===== src/rtl/hazard_pkg.sv =====
// hazard_pkg: shared encodings, scoreboard entry and match helper
// for the pipeline hazard controller.
package hazard_pkg;

    // Widest register index the scoreboard can hold.
    localparam int HZ_REG_MAX = 8;

    typedef enum logic [1:0] {
        ST_RUN      = 2'b00,
        ST_LU_STALL = 2'b01,
        ST_MEM_WAIT = 2'b10
    } state_e;

    typedef enum logic [1:0] {
        FWD_RF  = 2'b00,
        FWD_WB  = 2'b01,
        FWD_MEM = 2'b10
    } fwd_e;

    localparam logic [HZ_REG_MAX-1:0] REG_ZERO = '0;

    typedef struct packed {
        logic                  valid;
        logic [HZ_REG_MAX-1:0] rs;
        logic [HZ_REG_MAX-1:0] rt;
        logic                  uses_rs;
        logic                  uses_rt;
        logic [HZ_REG_MAX-1:0] dest;
        logic                  reg_write;
        logic                  mem_read;
    } sb_entry_t;

    // Entry e will write register r, and r is not the hardwired zero.
    function automatic logic hz_match(
        sb_entry_t             e,
        logic [HZ_REG_MAX-1:0] r
    );
        return e.valid & e.reg_write &
               (e.dest == r) & (r != REG_ZERO);
    endfunction

endpackage


===== src/rtl/hazard_sat_counter.sv =====
// hazard_sat_counter: enable-driven event counter that sticks
// at all-ones instead of wrapping.
module hazard_sat_counter
    import hazard_pkg::*;
#(
    parameter int CNT_W = 16
) (
    input  logic             clk,
    input  logic             rst,
    input  logic             en_i,
    output logic [CNT_W-1:0] count_o
);

    logic [CNT_W-1:0] cnt_q;
    logic [CNT_W-1:0] cnt_d;
    logic             at_max;

    assign at_max = &cnt_q;

    // Next count: bump on enable unless already saturated.
    always_comb begin
        cnt_d = cnt_q;
        if (en_i && !at_max) begin
            cnt_d = cnt_q + CNT_W'(1);
        end
    end

    // Count register.
    always_ff @(posedge clk or posedge rst) begin
        if (rst) begin
            cnt_q <= '0;
        end else begin
            cnt_q <= cnt_d;
        end
    end

    assign count_o = cnt_q;

endmodule


===== src/rtl/hazard_controller.sv =====
// hazard_controller: load-use stall, branch flush, memory freeze
// and EX operand forwarding for the 5-stage pipeline.
module hazard_controller
    import hazard_pkg::*;
#(
    parameter int REG_W            = 5,
    parameter int CNT_W            = 16,
    parameter bit RF_WRITE_THROUGH = 1'b1
) (
    input  logic             clk,
    input  logic             rst,
    input  logic             id_valid,
    input  logic [REG_W-1:0] id_rs,
    input  logic [REG_W-1:0] id_rt,
    input  logic             id_uses_rs,
    input  logic             id_uses_rt,
    input  logic [REG_W-1:0] id_dest,
    input  logic             id_reg_write,
    input  logic             id_mem_read,
    input  logic             ex_branch_taken,
    input  logic             mem_busy,
    output logic             stall,
    output logic             bubble,
    output logic             flush,
    output logic             freeze,
    output logic [1:0]       fwd_a,
    output logic [1:0]       fwd_b,
    output logic [1:0]       state,
    output logic [CNT_W-1:0] stall_cnt,
    output logic [CNT_W-1:0] flush_cnt
);

    sb_entry_t ex_q;
    sb_entry_t ex_d;
    sb_entry_t mem_q;
    sb_entry_t wb_q;
    sb_entry_t id_ent;
    state_e    state_q;

    logic [HZ_REG_MAX-1:0] rs_x;
    logic [HZ_REG_MAX-1:0] rt_x;
    logic                  lu;
    logic                  freeze_w;
    logic                  flush_w;
    logic                  stall_w;
    fwd_e                  fwd_a_w;
    fwd_e                  fwd_b_w;
    logic                  unused_sb;

    // Register indices widened to the scoreboard field width.
    assign rs_x = HZ_REG_MAX'(id_rs);
    assign rt_x = HZ_REG_MAX'(id_rt);

    // Pack the decoded ID instruction into a scoreboard entry.
    always_comb begin
        id_ent           = '0;
        id_ent.valid     = id_valid;
        id_ent.rs        = rs_x;
        id_ent.rt        = rt_x;
        id_ent.uses_rs   = id_uses_rs;
        id_ent.uses_rt   = id_uses_rt;
        id_ent.dest      = HZ_REG_MAX'(id_dest);
        id_ent.reg_write = id_reg_write;
        id_ent.mem_read  = id_mem_read;
    end

    // Load in EX feeding a source the ID instruction reads.
    assign lu = id_valid & ex_q.mem_read &
                ((id_uses_rs & hz_match(ex_q, rs_x)) |
                 (id_uses_rt & hz_match(ex_q, rt_x)));

    // Reset forces every control output low at once.
    assign freeze_w = mem_busy & ~rst;
    assign flush_w  = ex_branch_taken & ~freeze_w & ~rst;
    assign stall_w  = lu & ~ex_branch_taken &
                      ~freeze_w & ~rst;

    assign stall  = stall_w;
    assign bubble = stall_w;
    assign flush  = flush_w;
    assign freeze = freeze_w;

    // Entry entering EX: squashed on bubble, flush or empty ID.
    always_comb begin
        ex_d = id_ent;
        if (stall_w || flush_w || !id_valid) begin
            ex_d = '0;
        end
    end

    // Shadow scoreboard advances unless memory freezes the pipe.
    always_ff @(posedge clk or posedge rst) begin
        if (rst) begin
            ex_q  <= '0;
            mem_q <= '0;
            wb_q  <= '0;
        end else if (!freeze_w) begin
            ex_q  <= ex_d;
            mem_q <= ex_q;
            wb_q  <= mem_q;
        end
    end

    // Operand selects for the instruction in EX; MEM beats WB.
    always_comb begin
        fwd_a_w = FWD_RF;
        fwd_b_w = FWD_RF;
        if (ex_q.valid && ex_q.uses_rs) begin
            if (hz_match(mem_q, ex_q.rs)) begin
                fwd_a_w = FWD_MEM;
            end else if (!RF_WRITE_THROUGH &&
                         hz_match(wb_q, ex_q.rs)) begin
                fwd_a_w = FWD_WB;
            end
        end
        if (ex_q.valid && ex_q.uses_rt) begin
            if (hz_match(mem_q, ex_q.rt)) begin
                fwd_b_w = FWD_MEM;
            end else if (!RF_WRITE_THROUGH &&
                         hz_match(wb_q, ex_q.rt)) begin
                fwd_b_w = FWD_WB;
            end
        end
    end

    assign fwd_a = fwd_a_w;
    assign fwd_b = fwd_b_w;

    // Sequencing state: memory wait dominates, then load-use.
    always_ff @(posedge clk or posedge rst) begin
        if (rst) begin
            state_q <= ST_RUN;
        end else begin
            unique case (1'b1)
                mem_busy: state_q <= ST_MEM_WAIT;
                stall_w:  state_q <= ST_LU_STALL;
                default:  state_q <= ST_RUN;
            endcase
        end
    end

    assign state = state_q;

    hazard_sat_counter #(
        .CNT_W (CNT_W)
    ) u_stall_cnt (
        .clk     (clk),
        .rst     (rst),
        .en_i    (stall_w),
        .count_o (stall_cnt)
    );

    hazard_sat_counter #(
        .CNT_W (CNT_W)
    ) u_flush_cnt (
        .clk     (clk),
        .rst     (rst),
        .en_i    (flush_w),
        .count_o (flush_cnt)
    );

    // Later-stage source fields are carried only for debug visibility.
    assign unused_sb = ^{wb_q, mem_q};

endmodule


===== config.mk =====
export PLATFORM = sky130hd
export DESIGN_NAME = hazard_controller
export DESIGN_NICKNAME = d
export VERILOG_FILES = /design/src/rtl/hazard_pkg.sv /design/src/rtl/hazard_sat_counter.sv /design/src/rtl/hazard_controller.sv
export SDC_FILE = /design/constraint.sdc
export NUM_CORES = 1
export LEC_CHECK = 0
export CORE_AREA = 3 3 84 86
export CTS_CLUSTER_DIAMETER = 100
export CTS_CLUSTER_SIZE = 24
export DETAILED_ROUTE_END_ITERATION = 10
export DIE_AREA = 0 0 87 89
export GPL_TIMING_DRIVEN = 0
export MAX_ROUTING_LAYER = met4
export PLACE_DENSITY = 0.73
export SYNTH_ARGS = -nofsm -noshare
export SYNTH_HDL_FRONTEND = slang
export SYNTH_HIERARCHICAL = 1
export SYNTH_SLANG_ARGS = --single-unit

===== constraint.sdc =====
create_clock -name clk -period 6.8 [get_ports clk]
set_input_delay 1.02 -clock clk [delete_from_list [all_inputs] [get_ports clk]]
set_output_delay 1.02 -clock clk [all_outputs]
set_load 0.05 [all_outputs]

==> reports/results.ini, run 1 <==
[outcome]
status=complete, no violations

[timing]
finalSetupTns_ps=0
finClkSkew_ps=7.27
timing.slew.headroom_pct=25.6
fmaxAchievable_mhz=183
finalHoldViolations=0
fin_crit_sh_pct=80.2
maxSlewViolCount=0
unrepaired_setup_endpoints_after_global_routing=false
holdWs_ps=486
postLayoutSetupSlackWorst_ps=1350
max_slew.worst_pin.slew_ps=1120
setup_viol_count_final=0
finalWorstPathRequiredPeriod_ps=5450

[final_layout]
antenna-diode-count=0
ff_latch_area_sq_um=1530
layout.cell_area.non_filler_sq_um=4070
most-common-layout-cells=clkdlybuf4s50_1, dfrtp_1, nand2_1, nand4_1
drive_gt1_share_pct=8.82
multiInputGateArea_sq_um=1460
post_layout_nonfiller_instances=474
syn2layout_area_growth_pct=30.3
nFillCells=521
layout_commonest_cell=clkdlybuf4s50_1
fin_nets=418
final_core_utilization_pct=64.1

[placement]
port_buffers=62
postPlaceCellArea_sq_um=3850
hpwl_mm=5.55
dp_worst_setup_slack_ps=1300
place_inst=458
gp_congestion=0.952

[die]
initial_core_util_pct=49.2
fp.dieH_um=89
core_area_sq_um=6350
dieArea_sq_um=7740
num_io_pins=66
fp.dieW_um=87
floorplan.rows=29

[detailed_routing]
detail_route.wl_per_cell_um=16.4
number_of_detailed_route_iterations_in_the_first_pass=4
postRouteAntennaNets=0
viasPerCell=5.56
detail_route.wirelength_mm=7.76
drt_iter0_drc=152
via_count=2635
drc_errors=0

[synthesis]
post_synth_main_area_contributors=dfrtp_1, xnor2_1, xor2_1
synth.lib_cells_used.distinct=37
ys_ff_latch=61
post_synth.cell_area_avg_sq_um=9.83
synth.cell_area_sq_um=3130
synth_top_area_share_pct=48.8
yosysTopAreaCell=dfrtp_1
syn-instance-count=318
yosys_warnings=6
ys_seq_area_share_pct=48.8

[critical_path]
worst_setup_path_end_kind=primary output
crit_path_cell_trace=clkdlybuf4s50_1, inv_1, nand2_1, clkinv_1, clkbuf_1, clkdlybuf4s50_1
timing.critical_path.fanout_max=30
cp_common_cell=clkdlybuf4s50_1
slowest_delay_ps=910
startpoint_type=input port
worstPathRequired_ps=5780
regToRegSetupSlack_ps=4120
critPathKind=input port to primary output
timing.critical_path.slowest_stage_cell=clkdlybuf4s50_1
cp.arrival_ps=4430

[global_routing]
grt_use_total_pct=21.9
grt-ovfl-total=0
wire_length_of_the_first_global_routing_pass_mm=12.8
grt_max_degree=31
grt_pass1_vias=2616
antenna_found_initial=0

[cts]
clockRootBuffer=clkbuf_8
clkTransAtPathRegs_ps=60
insertion_delay_ps=330
post_cts_resized=0
cts-buffers-inserted=9
cts-htree-levels=3
cts_hold_repair.buffers=0
clock_tree.buffer_depth=2
cts_tree=done
cts_post_setup_buffers_inserted=0
tritoncts_num_sinks=61

[power_and_ir_drop]
ir_worst_vdd_uv=258
p_per_area_nw_per_um2=239
finalPower_mw=0.971
power.leakage_nw=1.76

[job]
drv_cap=0

[hold_path]
min-delay-path-class=flip-flop to flip-flop

[power breakdown]
group	leakage [nW]	internal, mW	switching, mW
sequential	0.817	0.389	0.0349
clock	0.116	0.226	0.143
combinational	0.830	0.0697	0.109
total	1.76	0.685	0.287
[final timing paths]
| kind | from | to | cells past startpoint |
|---|---|---|---|
| worst max-delay path | rst | freeze | 6 |
| worst min-delay path | mem_q[28]$_DFFE_PP0N_ | mem_q[28]$_DFFE_PP0N_ | 2 |
| worst max register to register | ex_q[6]$_DFFE_PP0N_ | u_stall_cnt/count_o[13]$_DFFE_PP0P_ | 9 |
| worst min register to register | mem_q[28]$_DFFE_PP0N_ | mem_q[28]$_DFFE_PP0N_ | 2 |
| max in group asynchronous | rst | mem_q[5]$_DFFE_PP0N_ | 2 |
| min in group asynchronous | rst | u_flush_cnt/count_o[4]$_DFFE_PP0P_ | 2 |
[per-layer routing]
metal | GRT usage [%] | wire, um | vias to the layer above
met5 | - | 0 | -
met4 | 9.35 | 171 | 0
met3 | 4.06 | 363 | 14
met2 | 34.2 | 3810 | 86
met1 | 28.2 | 3420 | 1263
li1 | - | - | 1272
[critical path: cells and delay by family]
| kind | cells | cell delay, ps |
|---|---|---|
| buffers and inverters | 5 | 2970 |
| and+or+nand+nor | 1 | 440 |
[layout make-up]
cell class / instances / area share (%)
tap: 77 / 2.37
buffer: 15 / 2.40
inverter: 13 / 1.20
sequential: 61 / 37.5
multi-input combinational: 230 / 35.8
clock buffer: 12 / 3.81
clock inverter: 4 / 1.72
timing repair buffer: 62 / 15.2
[synth_stat cells]
master and instances:
and2_1 2, ha_1 2, a32o_1 1, or2_1 2, and4b_1 1, o21ai_0 14, and3_1 2, o32ai_2 1
o2111ai_1 4, mux2_4 2, nand4_1 26, or4_1 4, nand3_1 21, a32o_2 1, xor2_1 22, o21ai_1 9
mux2_2 2, buf_4 5, o31ai_1 1, inv_1 12, nor4_1 9, dfrtp_1 61, a2111oi_2 1, nand4_2 2
nand2_4 2, conb_1 1, nor3_1 9, nand2_1 47, nand4b_1 2, nor2_1 13, buf_6 3, xnor2_1 22
clkinv_1 1, o32ai_1 1, nand3b_1 2, clkbuf_1 7, o41ai_2 1
[flip-flops by register name, summed over array words and instances, names as in the netlist]
register,cells
u_stall_cnt/count_o,16
u_flush_cnt/count_o,16
mem_q,7
state,2
ex_q,20
[kinds of logic (layout without fill, tap and decap cells)]
kind of cell,Yosys count,after routing,synth area share [%]
xor gates and xnor gates,44,44,12.3
and+or+nand+nor,144,144,24.0
DFF,61,61,48.8
other,1,2,0.120
buffers and inverters,28,106,4.68
muxes,4,4,1.68
AOI/OAI and AO/OA,34,34,7.52
adders and majority gates,2,2,0.800
Note: power is estimated with default switching activity, not from simulation.
==> run 2: changes to the inputs <==
clock period = 5.4 ns   (was 6.8 ns; I/O delays follow)
==> results of run 2 <==
The final DEF is identical to that of run 1. Status: complete, no violations.
Main changes from that run: setup slack after placement 1300 ps -> 319 ps; setup slack after layout 1350 ps -> 368 ps; register-to-register setup slack 4120 ps -> 2720 ps; total power 0.971 mW -> 1.22 mW; worst IR drop on VDD 258 uV -> 325 uV
==> run 3: changes to the inputs <==
HOLD_SLACK_MARGIN = 0.05   (was not set)
==> results of run 3 <==
The final DEF is identical to that of run 1. Status: complete, no violations.
Main changes from that run: setup slack after placement 1300 ps -> 319 ps; setup slack after layout 1350 ps -> 368 ps; register-to-register setup slack 4120 ps -> 2720 ps; total power 0.971 mW -> 1.22 mW; worst IR drop on VDD 258 uV -> 325 uV
==> edit, RTL diff (settings of run 2) <==
Set the parameter `RF_WRITE_THROUGH` to 1'b0 (it was 1'b1).
--- a/src/rtl/hazard_controller.sv
+++ b/src/rtl/hazard_controller.sv
@@ -5,7 +5,7 @@
 #(
     parameter int REG_W            = 5,
     parameter int CNT_W            = 16,
-    parameter bit RF_WRITE_THROUGH = 1'b1
+    parameter bit RF_WRITE_THROUGH = 1'b0
 ) (
     input  logic             clk,
     input  logic             rst,
Function: changed (a bounded check fails within 4 cycles, from zero or initial values and one cycle with rst high).
==> edit against run 2 <==
Largest power group unchanged. Worst setup slack improved by 0.42 ns. Combinational power grew 13%. Sequential cell count rose by 7. Utilization rose by 7.4 points. Wire length is 15% higher. Cell count grew 10%. Power rose by 2.0%. Cell area up 12%. Area after synthesis increased by 15%. Count of clock-buffer cells in the layout shrank 2. Global-route usage rose by 3.5 points. Maximum frequency is 9.1% higher. Via count is 13% higher.
==> edit: results (changes against run 2) <==
[run_status]
status=complete, no violations  ; unchanged

[critical_path]
regToRegSetupSlack_ns=2.49  ; was 2.72 ns
crit_path_max_incr_delay_ns=0.88  ; was 0.91 ns
worstPathMaxFanout=37  ; was 30
ff2ff_path_depth=8  ; was 9
crit_arrival_ns=3.80  ; was 4.22 ns
timing.rr.start=ex_q[28]  ; was ex_q[6]

[synth]
yosysSeqAreaShare=0.471  ; was 0.488
ys_top_cells_by_count=nand2_1 (71), dfrtp_1 (68), xnor2_1 (45)  ; was dfrtp_1 (61), nand2_1 (47), nand4_1 (26)
synth_area_leaders=dfrtp_1 (47%), xnor2_1 (11%), nand2_1 (7.4%)  ; was dfrtp_1 (49%), xnor2_1 (6.2%), xor2_1 (6.2%)
netlist_instances=364  ; was 318
ys_types=42  ; was 37
synth_ff_type=dfrtp_1  ; unchanged

[cts]
cts_resized=0  ; unchanged
htree_levels=3  ; unchanged
clk_pin_slew_ns=0.08  ; was 0.06 ns
insertion_delay_ns=0.35  ; was 0.33 ns

[global_routing]
grt_pass1_vias=3058  ; was 2616
grt_pass1_wl_microns=14900  ; was 12800 microns
grt_max_degree=38  ; was 31
grt.total_usage=0.255  ; was 0.219

[power]
p_leak_nw=1.92  ; was 1.76 nW
vdd_drop_max_v=0.000285  ; was 0.000325 V
p_switching_w=0.000411  ; was 0.000361 W
p_per_area_mw_per_mm2=275  ; was 300 mW/mm^2
p_clk_w=0.000390  ; was 0.000464 W
pg_comb_w=0.000254  ; was 0.000225 W

[detailed_routing]
via_per_inst=5.73  ; was 5.56
drt_iter0_drc=149  ; was 152
avgRoutedWirePerCell_microns=17.0  ; was 16.4 microns

[place]
post-dp-hpwl_microns=6510  ; was 5550 microns
placed_cell_area_sq_mm=0.00436  ; was 0.00385 sq mm
buffer_ports.inserted=65  ; was 62
dp_cells=506  ; was 458
gp_congestion=0.920  ; was 0.952

[cells_and_area]
drive_above_1_share=0.135  ; was 0.0882
fin_nets=466  ; was 418
largest_reg_flops=20  ; unchanged
fin_cells=522  ; was 474
antenna_cells=0  ; unchanged

[worst_hold_path]
hold_class=reg -> reg  ; unchanged

[sta]
holdWs_ns=0.465  ; was 0.486 ns
worst_slew_pin_slew_ns=0.742  ; was 1.12 ns
clock_skew_ns=0.00518  ; was 0.00727 ns

-- edit: cell count changes after synthesis, sizes merged, moves of 3 or more --
cell and delta:
dfrtp +7, inv -4, a21oi +3, nand2 +24, or4 +5, and3 +3
nand4 +7, xnor2 +23, nor3 -7, nand3 +3, xor2 -11
-- edit: metal layers --
metal | GRT usage | part of all wire | up-vias
met4 | 0.0892 | 0.016 | 0
met1 | 0.330 | 0.44 | 1469
li1 | - | - | 1432
met5 | - | 0 | -
met3 | 0.0461 | 0.054 | 12
met2 | 0.404 | 0.49 | 76
-- edit: worst min-delay path, stage by stage, from the launching register on --
cell and delay (ns):
dfrtp_1 0.34, nand2_1 0.05, nand2_1 0.04
-- edit: through the flow --
step	utilization	setup WS (ns)
floorplan	-	1.95
global placement	0.686	0.728
detailed placement	0.686	0.705
CTS	0.716	0.701
global route	0.716	0.529
finish	0.716	0.789
-- edit: worst min-delay path by stage --
stage | start | end | depth (start not counted)
global placement | wb_q[1] | wb_q[1] | 2
detailed placement | wb_q[28] | wb_q[28] | 2
CTS | wb_q[28] | wb_q[28] | 2
floorplan | wb_q[1] | wb_q[1] | 2
finish | wb_q[28] | wb_q[28] | 2
global route | wb_q[1] | wb_q[1] | 2
-- edit: area by class of cell --
type	count	area [sq um]
Tap cell	77	96.3
Clock inverter	6	48.8
Multi-Input combinational cell	271	1760
Inverter	9	33.8
Buffer	16	113
Timing Repair Buffer	65	651
Fill cell	498	1810
Clock buffer	10	138
Sequential cell	68	1700
-- edit: cell families (layout without fill, tap and decap cells) --
group,Yosys count,after routing,share of synthesized area
AND/OR/NAND/NOR,179,179,0.262
flip-flops,68,68,0.471
XOR/XNOR,56,56,0.136
AO/OA/AOI/OAI,30,30,0.0686
buffers and inverters,25,106,0.0405
multiplexers,4,4,0.0146
adder cells (fa/ha/maj),2,2,0.00693
